**src/rtl/data_memory_ctrl.sv**
```systemverilog
// Data memory for the ARM cores with a req/ready handshake and a configurable
// number of wait states. Byte, halfword and word accesses; loads zero- or
// sign-extend. Misaligned, out-of-range and reserved-size accesses are
// rejected with fault instead of touching the array.
//
// Ports:
//   clk       rising-edge clock
//   reset     asynchronous active-high reset
//   req       access request, sampled only in IDLE
//   WE        1 = store, 0 = load
//   size      00 byte, 01 halfword, 10 word, 11 reserved (faults)
//   sign_ext  loads only: 1 = sign-extend, 0 = zero-extend
//   addr      byte address
//   WD        store data (low byte/halfword used for narrow stores)
//   RD        registered load result
//   ready     one-cycle response strobe
//   fault     access rejected, valid only with ready
module data_memory_ctrl #(
  parameter int unsigned DEPTH       = 64,
  parameter int unsigned WAIT_STATES = 1
) (
  input  logic        clk,
  input  logic        reset,
  input  logic        req,
  input  logic        WE,
  input  logic [1:0]  size,
  input  logic        sign_ext,
  input  logic [31:0] addr,
  input  logic [31:0] WD,
  output logic [31:0] RD,
  output logic        ready,
  output logic        fault
);

  localparam int unsigned CW = (WAIT_STATES > 0) ? $clog2(WAIT_STATES + 1) : 1;
  localparam int unsigned AW = (DEPTH > 1) ? $clog2(DEPTH) : 1;
  localparam logic [CW-1:0] LAST_CNT = CW'(WAIT_STATES - 1);
  localparam logic [29:0]   DEPTH_W  = 30'(DEPTH);

  typedef enum logic [1:0] {StIdle, StWait, StResp} state_e;

  state_e          state_q, state_d;
  logic [CW-1:0]   cnt_q, cnt_d;
  logic [AW+1:0]   addr_q;
  logic [31:0]     wd_q;
  logic            we_q, sext_q, fault_q;
  logic [1:0]      size_q;
  logic [31:0]     rd_q, rd_d;
  logic            enter_resp;

  logic [31:0]     mem [DEPTH];

  // Access attributes: straight from the inputs while accepting (needed when
  // WAIT_STATES = 0 and the commit coincides with acceptance), else latched.
  logic            idle, req_fault;
  logic [AW+1:0]   acc_addr;
  logic [31:0]     acc_wd;
  logic            acc_we, acc_sext, acc_fault;
  logic [1:0]      acc_size;
  logic [AW-1:0]   idx;

  assign idle      = (state_q == StIdle);
  assign acc_addr  = idle ? addr[AW+1:0] : addr_q;
  assign acc_wd    = idle ? WD : wd_q;
  assign acc_we    = idle ? WE : we_q;
  assign acc_sext  = idle ? sign_ext : sext_q;
  assign acc_size  = idle ? size : size_q;
  assign acc_fault = idle ? req_fault : fault_q;
  assign idx       = acc_addr[AW+1:2];

  always_comb begin
    req_fault = 1'b0;
    case (size)
      2'b00:   req_fault = 1'b0;
      2'b01:   req_fault = addr[0];
      2'b10:   req_fault = |addr[1:0];
      default: req_fault = 1'b1;
    endcase
    if (addr[31:2] >= DEPTH_W) req_fault = 1'b1;
  end

  always_comb begin
    state_d    = state_q;
    cnt_d      = cnt_q;
    enter_resp = 1'b0;
    case (state_q)
      StIdle: begin
        if (req) begin
          cnt_d = '0;
          if (WAIT_STATES == 0) begin
            state_d    = StResp;
            enter_resp = 1'b1;
          end else begin
            state_d = StWait;
          end
        end
      end
      StWait: begin
        if (cnt_q == LAST_CNT) begin
          state_d    = StResp;
          enter_resp = 1'b1;
          cnt_d      = '0;
        end else begin
          cnt_d = cnt_q + CW'(1);
        end
      end
      StResp:  state_d = StIdle;
      default: state_d = StIdle;
    endcase
  end

  // Load extraction and lane selection for stores.
  logic [31:0] word, shifted, load_val, wdata;
  logic [15:0] half;
  logic [3:0]  be;

  always_comb begin
    word     = mem[idx];
    shifted  = word >> {acc_addr[1:0], 3'b000};
    half     = acc_addr[1] ? word[31:16] : word[15:0];
    load_val = word;
    be       = 4'b0000;
    wdata    = acc_wd;
    case (acc_size)
      2'b00: begin
        load_val = {{24{acc_sext & shifted[7]}}, shifted[7:0]};
        be       = 4'b0001 << acc_addr[1:0];
        wdata    = {4{acc_wd[7:0]}};
      end
      2'b01: begin
        load_val = {{16{acc_sext & half[15]}}, half};
        be       = acc_addr[1] ? 4'b1100 : 4'b0011;
        wdata    = {2{acc_wd[15:0]}};
      end
      2'b10: begin
        load_val = word;
        be       = 4'b1111;
      end
      default: begin
        load_val = word;
        be       = 4'b0000;
      end
    endcase
  end

  always_comb begin
    if (acc_fault)   rd_d = '0;
    else if (acc_we) rd_d = rd_q;
    else             rd_d = load_val;
  end

  always_ff @(posedge clk or posedge reset) begin
    if (reset) begin
      state_q <= StIdle;
      cnt_q   <= '0;
      addr_q  <= '0;
      wd_q    <= '0;
      we_q    <= 1'b0;
      sext_q  <= 1'b0;
      size_q  <= 2'b00;
      fault_q <= 1'b0;
      rd_q    <= '0;
    end else begin
      state_q <= state_d;
      cnt_q   <= cnt_d;
      if (idle && req) begin
        addr_q  <= addr[AW+1:0];
        wd_q    <= WD;
        we_q    <= WE;
        sext_q  <= sign_ext;
        size_q  <= size;
        fault_q <= req_fault;
      end
      if (enter_resp) rd_q <= rd_d;
    end
  end

  // Array is deliberately not reset; a reset mid-access never reaches here
  // because the commit only happens on the edge entering RESP.
  always_ff @(posedge clk) begin
    if (enter_resp && acc_we && !acc_fault) begin
      for (int i = 0; i < 4; i++) begin
        if (be[i]) mem[idx][8*i +: 8] <= wdata[8*i +: 8];
      end
    end
  end

  assign RD    = rd_q;
  assign ready = (state_q == StResp);
  assign fault = ready & fault_q;

endmodule

```
**config.mk**
```make
export PLATFORM = sky130hd
export DESIGN_NAME = data_memory_ctrl
export DESIGN_NICKNAME = d
export VERILOG_FILES = /design/src/rtl/data_memory_ctrl.sv
export SDC_FILE = /design/constraint.sdc
export NUM_CORES = 2
export LEC_CHECK = 0
export ABC_CLOCK_PERIOD_IN_PS = 5450
export CELL_PAD_IN_SITES_DETAIL_PLACEMENT = 0
export CELL_PAD_IN_SITES_GLOBAL_PLACEMENT = 2
export CORE_ASPECT_RATIO = 0.5
export CORE_MARGIN = 2
export CORE_UTILIZATION = 40
export DETAILED_ROUTE_END_ITERATION = 6
export HOLD_SLACK_MARGIN = 0.15
export PLACE_DENSITY = 0.76
export SLEW_MARGIN = 20
export SYNTH_ARGS = -nofsm -noshare
export SYNTH_HDL_FRONTEND = slang
export SYNTH_SLANG_ARGS = --single-unit
```
**constraint.sdc**
```tcl
create_clock -name clk -period 5.45 [get_ports clk]
set_input_delay 0.545 -clock clk [delete_from_list [all_inputs] [get_ports clk]]
set_output_delay 0.545 -clock clk [all_outputs]
set_load 0.02 [all_outputs]
```
# ---- Word-level counts from Yosys, hierarchy flattened
# Memory sizes are Yosys's and may differ from the RTL's.
# Index checks and enable logic that the tools add are counted.
# Widths: inputs -> output; s select.
dict set report totals {
  ff_bits 80
  mem_bits_rw 2048
  input_bits 71
  out_inout_bits 34
  elab_cells 73
  mem_count 1
}
# memory words width read_ports rd_clocked_by_memory_dff wr line_no
set memory_table {}
lappend memory_table {mem 64 32 1 0 1 51} ;# logic [31:0] mem [DEPTH];
dict set report op_classes {
  addsub 1
  magnitude_cmp 1
  n_eq_ne 9
  shifts 2
  n_mux 35
  bitwise 3
  reduce_logical 12
}
# operator n
set ops {}
lappend ops {{$pmux 32 s2} 2}
lappend ops {{$mux 32} 3}
lappend ops {{$shr 32x5->8} 1}
lappend ops {{$ge 30x7->1 const B} 1}
lappend ops {{$mux 1} 20}
lappend ops {{$mux 16} 1}
lappend ops {{$pmux 4 s3} 1}
lappend ops {{$mux 8} 1}
lappend ops {{$eq 2x1->1 const B} 3}
lappend ops {{$eq 2x2->1 const B} 3}
lappend ops {{$logic_not 2->1} 3}
lappend ops {{$mux 2} 3}
lappend ops {{$reduce_and 2->1} 3}
lappend ops {{$mux 4} 1}
lappend ops {{$ne 2x2->1 const B} 2}
lappend ops {{$pmux 2 s2} 1}
lappend ops {{$shl 1x2->4 const A} 1}
lappend ops {{$and 1x1->1} 3}
lappend ops {{$logic_and 1x1->1} 3}
lappend ops {{$pmux 1 s3} 1}
lappend ops {{$ne 2x1->1 const B} 1}
lappend ops {{$pmux 1 s2} 1}
lappend ops {{$reduce_bool 2->1} 1}
lappend ops {{$reduce_or 2->1} 1}
lappend ops {{2 further kinds} 2}

# ---- Depth between registers and ports, before layout
dict set report depth {
  word_depth 8
  mapped_depth 20
  ltp_nobuf 11
}

# ---- Worst setup path after synthesis
# Ideal clock, no wire load.
dict set report synth_path {
  kind {register -> register}
  start {register state_q[0]}
  end {memory mem[0][26] (data pin)}
  t_arrival_ns 5.309
  slack_ns -0.562
  stages_incl_launch_ff 10
  path_buffers 4
  period_less_slack_ns 6.012
  path_cell_list {dfrtp_1 > buf_6 > nor2_2 > buf_2 > clkbuf_1 > buf_1 > nand2_1 > nand2_1 > a21oi_1 > o21ai_0}
}
dict set report synth_between {
  elab_cells_between_ends 6
}
# item line_no
set synth_lines {}
lappend synth_lines {{from (decl)} 42} ;# state_e state_q, state_d;
lappend synth_lines {{from (signal assigned)} 154} ;# state_q <= StIdle;
lappend synth_lines {{from (signal assigned)} 164} ;# state_q <= state_d;
lappend synth_lines {{$logic_not 2->1} 62} ;# assign idle = (state_q == StIdle);
lappend synth_lines {{$mux 32} 64} ;# assign acc_wd = idle ? WD : wd_q;
lappend synth_lines {{named net acc_wd[2]} 57} ;# logic [31:0] acc_wd;
lappend synth_lines {{$pmux 32 s2} 124} ;# case (acc_size)
lappend synth_lines {{named net wdata[26]} 113} ;# logic [31:0] word, shifted, load_val, wdata;
lappend synth_lines {{to (decl)} 51}
# The timed path passes the listed nets, and every way through them passes these cells.

# ---- Final worst setup path
dict set report layout_path {
  start {register state_q[0]}
  end {register rd_q[30], in the netlist RD[30]}
}
dict set report layout_between {
  elab_chain_cells 8
  elab_cells_between_ends 20
}
# item line_no
set layout_rtl {}
lappend layout_rtl {{$logic_not 2->1} 62}
lappend layout_rtl {{$mux 8} 63} ;# assign acc_addr = idle ? addr[AW+1:0] : addr_q;
lappend layout_rtl {{$mem_v2 64x32} -}
lappend layout_rtl {{$shr 32x5->8 or $mux 16 (tied branches)} {119, 120}}
lappend layout_rtl {{$and 1x1->1, on equally long branches} {126, 131}}
lappend layout_rtl {{$pmux 32 s2} 124}
lappend layout_rtl {{$mux 32} 148} ;# else if (acc_we) rd_d = rd_q;
lappend layout_rtl {{$mux 32} 147} ;# if (acc_fault) rd_d = '0;
lappend layout_rtl {{to (signal assigned)} 174} ;# if (enter_resp) rd_q <= rd_d;
lappend layout_rtl {{to (decl)} 48} ;# logic [31:0] rd_q, rd_d;
# Several ways; a longest one is shown, not always the timed one. The select of a mux whose other input is x is not followed.
# A chain may end at the register's enable or synchronous reset.

==> impl_metrics.tcl <==
set metrics [dict create \
    detailed_place_hpwl_um 195000 \
    core_area_um2 203000 \
    clockRootBuffer "clkbuf_16" \
    synth_area_per_cell_um2 15.4 \
    drt-initial-drc-count 8178 \
    clock_latency_ns 0.85 \
    cp-end-kind "flop" \
    drive_gt1_share_pct 16.9 \
    drv_cap 0 \
    cts-htree-levels 4 \
    final_util_pct 47.2 \
    clk_pin_slew_worst_paths_ns 0.07 \
    status "complete, no violations" \
    grt_pass1_wl_um 414000 \
    mappedNetlistArea_um2 81800 \
    cts_tree "done" \
    cts_setup_buffers 0 \
    r2r_start "state_q[0]$_DFFE_PP0P_" \
    required_ns 6.21 \
    yosysUniqueCellTypes 82 \
    io_buffers 104 \
    antenna_left 0 \
    vias 55150 \
    synthArstFlopShare_pct 3.71 \
    worstPathArrival_ns 5.84 \
    fin_nets 5854 \
    synth_nets 5367 \
    slew_headroom_pct 16.0 \
    dieWidth_um 644 \
    seq_area_frac_synth_pct 77.6 \
    fmax_mhz 197 \
    cts_buffer_depth 3 \
    crit_type "flop to flop" \
    rows 117 \
    clock_skew_ns 0.0406 \
    grt_usage_pct 28.2 \
    worstMarginPinSlew_ns 1.25 \
    cts_num_sinks 2127 \
    syn_inst 5296 \
    start_kind "flop" \
    fin_setup_tns_ns 0 \
    synth_ff_type "edfxtp_1" \
    finalMaxSlewViolations 0 \
    numCtsBuffers 189 \
    hold_buffers 0 \
    finalHoldViolations 0 \
    die_h_um 324 \
    drt_wl_total_um 299000 \
    setup_viol 0 \
    grt_pass1_vias 52458 \
    viasPerCell 6.35 \
    synthToLayoutAreaGrowth_pct 17.4 \
    ys_warn_count 0 \
    die_area_um2 208000 \
    route.detailed.drc 0 \
    crit_start "state_q[0]$_DFFE_PP0P_" \
    ys_seq_elements 2127 \
    period_share_pct 93.1 \
    final_cell_mix "edfxtp_1 (2048), o22ai_1 (673), buf_4 (545)" \
    mostFrequentLayoutCell "edfxtp_1" \
    fin_crit_ns 5.07 \
    start_util_pct 40.2 \
    cts_resized 0 \
    power_density_nw_per_um2 443 \
    dr.pass1.iters 6 \
    holdCritPathClass "input port to asynchronous set/reset pin" \
    synth-edff-count 2048 \
    grt_max_degree 66 \
    antenna_found_initial 17 \
    wl_per_cell_um 34.5 \
    gp_congestion 0.938 \
    path_max_fanout 16 \
    gr-total-overflow 0 \
    io-pin-count 105 \
    vdd_drop_max_mv 0.314 \
    leakagePower_uw 0.0308 \
    rsz0062_at_grt "no" \
]
-- worst max-delay path, stage by stage (launching register included) --
cell,delay (ns)
dfrtp_1,0.49
or2_2,0.52
buf_4,0.31
a21oi_4,0.60
buf_4,0.29
o22ai_1,0.09
a22oi_1,0.25
a31oi_1,0.17
nor4_1,1.03
buf_4,0.26
nand3_1,0.11
a21boi_0,0.23
o22ai_2,0.16
a221oi_2,0.05
buf_4,0.20
o21ai_0,0.18
-- synth_stat cells, types with 15 or more instances --
cell | n | area share (%)
buf_1 | 53 | 0.24
nor4_1 | 62 | 0.47
mux2_2 | 46 | 0.63
buf_2 | 135 | 0.83
o22ai_1 | 673 | 5.1
a32o_1 | 26 | 0.32
and2_1 | 15 | 0.11
a22oi_1 | 24 | 0.22
and3_1 | 16 | 0.12
o22a_1 | 19 | 0.20
o221ai_1 | 90 | 0.96
nand2_1 | 492 | 2.3
buf_4 | 28 | 0.26
clkbuf_1 | 180 | 0.83
nor2_1 | 162 | 0.74
a32oi_1 | 34 | 0.36
nor3_1 | 303 | 1.9
mux2i_1 | 106 | 1.3
dfrtp_1 | 79 | 2.4
a211oi_1 | 27 | 0.25
nand3_1 | 116 | 0.71
o21ai_0 | 114 | 0.70
edfxtp_1 | 2048 | 75
a31oi_1 | 76 | 0.58
o211ai_1 | 20 | 0.18
o21ai_1 | 22 | 0.13
a21oi_1 | 109 | 0.67
-- worst paths after layout --
kind / cells past startpoint / end / slack [ns]
max: 15 / RD[30]$_DFFE_PP0P_ / 0.38
min: 2 / wd_q[1]$_DFFE_PP0P_ / 0.18
max reg2reg: 15 / RD[30]$_DFFE_PP0P_ / 0.38
min reg2reg: 2 / RD[28]$_DFFE_PP0P_ / 0.50
max in group asynchronous: 3 / addr_q[3]$_DFFE_PP0P_ / 4.24
min in group clk: 3 / we_q$_DFFE_PP0P_ / 0.35
-- flip-flops by register name, summed over array words and instances (netlist names) --
signal	flops
size_q	2
state_q	2
sext_q	1
wd_q	32
fault_q	1
we_q	1
RD	32
mem	2048
addr_q	8
-- metal layers --
metal,track usage (%),up-vias,wire length [um]
met5,0,-,50
li1,-,22410,-
met3,7.95,596,37400
met2,42.5,3733,132000
met1,39.0,28405,118000
met4,10.5,6,12100
-- cell type report --
cell class,instances,area [um^2]
diodes,8,20.0
repair buffers,703,6240
clock buffers,247,5050
fillers,17373,107000
flip-flops and latches,2127,63500
multi-input cells,2748,17000
well taps,2737,3420
inverters,14,57.6
clock inverters,99,751
-- where the power goes --
group          switching, uW  total, uW  internal [uW]
sequential              80.3      19600          19500
clock                   6090      13000           6880
combinational           7410      10000           2610
-- kinds of logic after synthesis --
family / share of synthesized area [%]
AO/OA/AOI/OAI: 11.0
AND/OR/NAND/NOR: 7.00
multiplexers: 2.01
buffers and inverters: 2.41
flip-flops: 77.6
-- metrics by stage --
step / hold WS, ns / instance area (um^2) / cells / worst slack [ns] / power (uW)
global placement: 0.490 / 90000 / 8323 / 0.140 / 29400
finish: 0.182 / 96000 / 8683 / 0.376 / 42600
detailed placement: 0.488 / 90100 / 8326 / 0.170 / 29600
global route: 0.237 / 96000 / 8676 / 0.269 / 43400
floorplan: 0.474 / 81800 / 5296 / 0.187 / 24300
CTS: 0.176 / 95900 / 8672 / 0.452 / 42200
No activity file was read; power rests on OpenSTA's default activity.
==> RTL change (same settings) <==
The parameter `DEPTH` goes from 64 to 32.
--- a/src/rtl/data_memory_ctrl.sv
+++ b/src/rtl/data_memory_ctrl.sv
@@ -18,3 +18,3 @@
 module data_memory_ctrl #(
-  parameter int unsigned DEPTH       = 64,
+  parameter int unsigned DEPTH       = 32,
   parameter int unsigned WAIT_STATES = 1
Check against the original RTL: not settled (the Yosys comparison gave no result); the edit may change what the design does.
==> RTL change against the unedited design <==
- design area down 50%
- final cell count down 50%
- via count down 54%
- setup slack better by 310 ps
- sequential cell count down 1025
- combinational power down 56%
- total power down 49%
- fmax up 6.5%
- wire length down 60%
- area after synthesis down 49%
- first-iteration DRC count down 58%
- critical path type unchanged
- highest routed layer is now met4
==> RTL change: results <==
# TYPE chip_impl_metric gauge
chip_impl_info{name="result_of_the_run",value="complete, no violations"} 1
chip_impl_metric{name="power.share.switching",unit="%"} 29.8
chip_impl_metric{name="drtIter0Drc",unit=""} 3443
chip_impl_metric{name="clock_sinks",unit=""} 1102
chip_impl_metric{name="hpwl",unit="mm"} 74.3
chip_impl_metric{name="met3RoutedLength",unit="mm"} 9.63
chip_impl_metric{name="inv_count",unit=""} 10
chip_impl_info{name="synthTopCellsByArea",value="edfxtp_1, o22ai_1, dfrtp_1"} 1
chip_impl_info{name="timing.critical_path.slowest_stage_cell",value="mux2_8"} 1
chip_impl_metric{name="synth_async_sr_flop_share",unit="%"} 7.08
chip_impl_metric{name="number_of_antenna_violations_at_the_first_check_in_global_routing",unit=""} 1
chip_impl_metric{name="design.final.nets",unit=""} 2894
chip_impl_metric{name="comb_power_share",unit="%"} 20.2
chip_impl_metric{name="nNonClkBuffers",unit=""} 228
chip_impl_metric{name="cp_data_arrival_time",unit="ps"} 5410
chip_impl_metric{name="ys_seq_area_share",unit="%"} 78.2
chip_impl_info{name="worst_hold_path_type",value="input pin to flop"} 1
chip_impl_metric{name="num-fill-cells",unit=""} 8800
chip_impl_metric{name="slew-limit-headroom",unit="%"} 26.4
chip_impl_metric{name="static-leakage-power",unit="µW"} 0.0153
chip_impl_metric{name="routed-via-count",unit=""} 25538
chip_impl_info{name="synth_common_cells",value="edfxtp_1, o22ai_1, o21ai_0, nor2_1, clkbuf_1"} 1
chip_impl_metric{name="clock_net_power",unit="µW"} 7100
chip_impl_metric{name="synth_edf_count",unit=""} 1024
chip_impl_metric{name="synth_cell_types",unit=""} 43
chip_impl_metric{name="antennaDiodeCount",unit=""} 0
chip_impl_metric{name="grt_start_max_net_pins",unit=""} 80
chip_impl_metric{name="seq_area_share",unit="%"} 67.5
chip_impl_metric{name="comb.multi_input.count",unit=""} 1381
chip_impl_info{name="cp_top_family",value="simple AND/OR/NAND/NOR gates"} 1
chip_impl_metric{name="peakVddDrop",unit="mV"} 0.399
chip_impl_metric{name="ff2ff_path_depth",unit=""} 12
## RTL change: cell count changes in the layout (fill, tap and decap cells not counted), sizes merged, moves of 63 or more
| cell | unedited run | this run |
|---|---|---|
| buf | 599 | 123 |
| mux2i | 106 | 43 |
| o221ai | 90 | 5 |
| a31oi | 78 | 8 |
| a21oi | 112 | 19 |
| nand3 | 116 | 2 |
| edfxtp | 2048 | 1024 |
| clkbuf | 247 | 121 |
| nand2 | 495 | 86 |
| nor3 | 303 | 66 |
| o21ai | 137 | 235 |
| o22ai | 674 | 540 |
## RTL change: cells by family (layout without fill, tap and decap cells)
kind of cell / after synthesis / after routing / synth area share (%)
compound gates: 874 / 874 / 12.8
flops: 1102 / 1102 / 78.2
simple gates: 421 / 421 / 4.55
buf+inv: 202 / 422 / 2.17
mux: 86 / 86 / 2.23
## RTL change: repair_timing
action	in CTS	in global routing
hold endpoints to repair	6	0
setup buffers	0	0
hold buffers	1	0
## RTL change: metrics by stage
stage	setup WS (ps)	cell area (µm²)	power, µW
after floorplan	1330	41800	12500
after global placement	638	45000	14500
after detailed placement	647	45000	14600
after CTS	698	48300	21600
after global routing	528	48500	22300
final	687	48500	21600
## RTL change: how the worst max path moves through the flow
| stage | cells past startpoint | to | slack, ps | start |
|---|---|---|---|---|
| final | 12 | RD[18] | 690 | state_q[0] |
| after global routing | 12 | RD[18] | 530 | state_q[0] |
| after CTS | 12 | RD[18] | 700 | state_q[0] |
| after detailed placement | 13 | RD[29] | 650 | addr[2] |
| after global placement | 13 | RD[21] | 640 | addr[2] |
| after floorplan | 8 | mem[0][26] | 1330 | state_q[0] |
## RTL change: metal layers
layer | GRT usage [%] | vias to the layer above
met5 | 0 | -
met4 | 5.47 | 0
met3 | 4.29 | 142
met2 | 34.2 | 1028
met1 | 31.9 | 13243
li1 | - | 11125
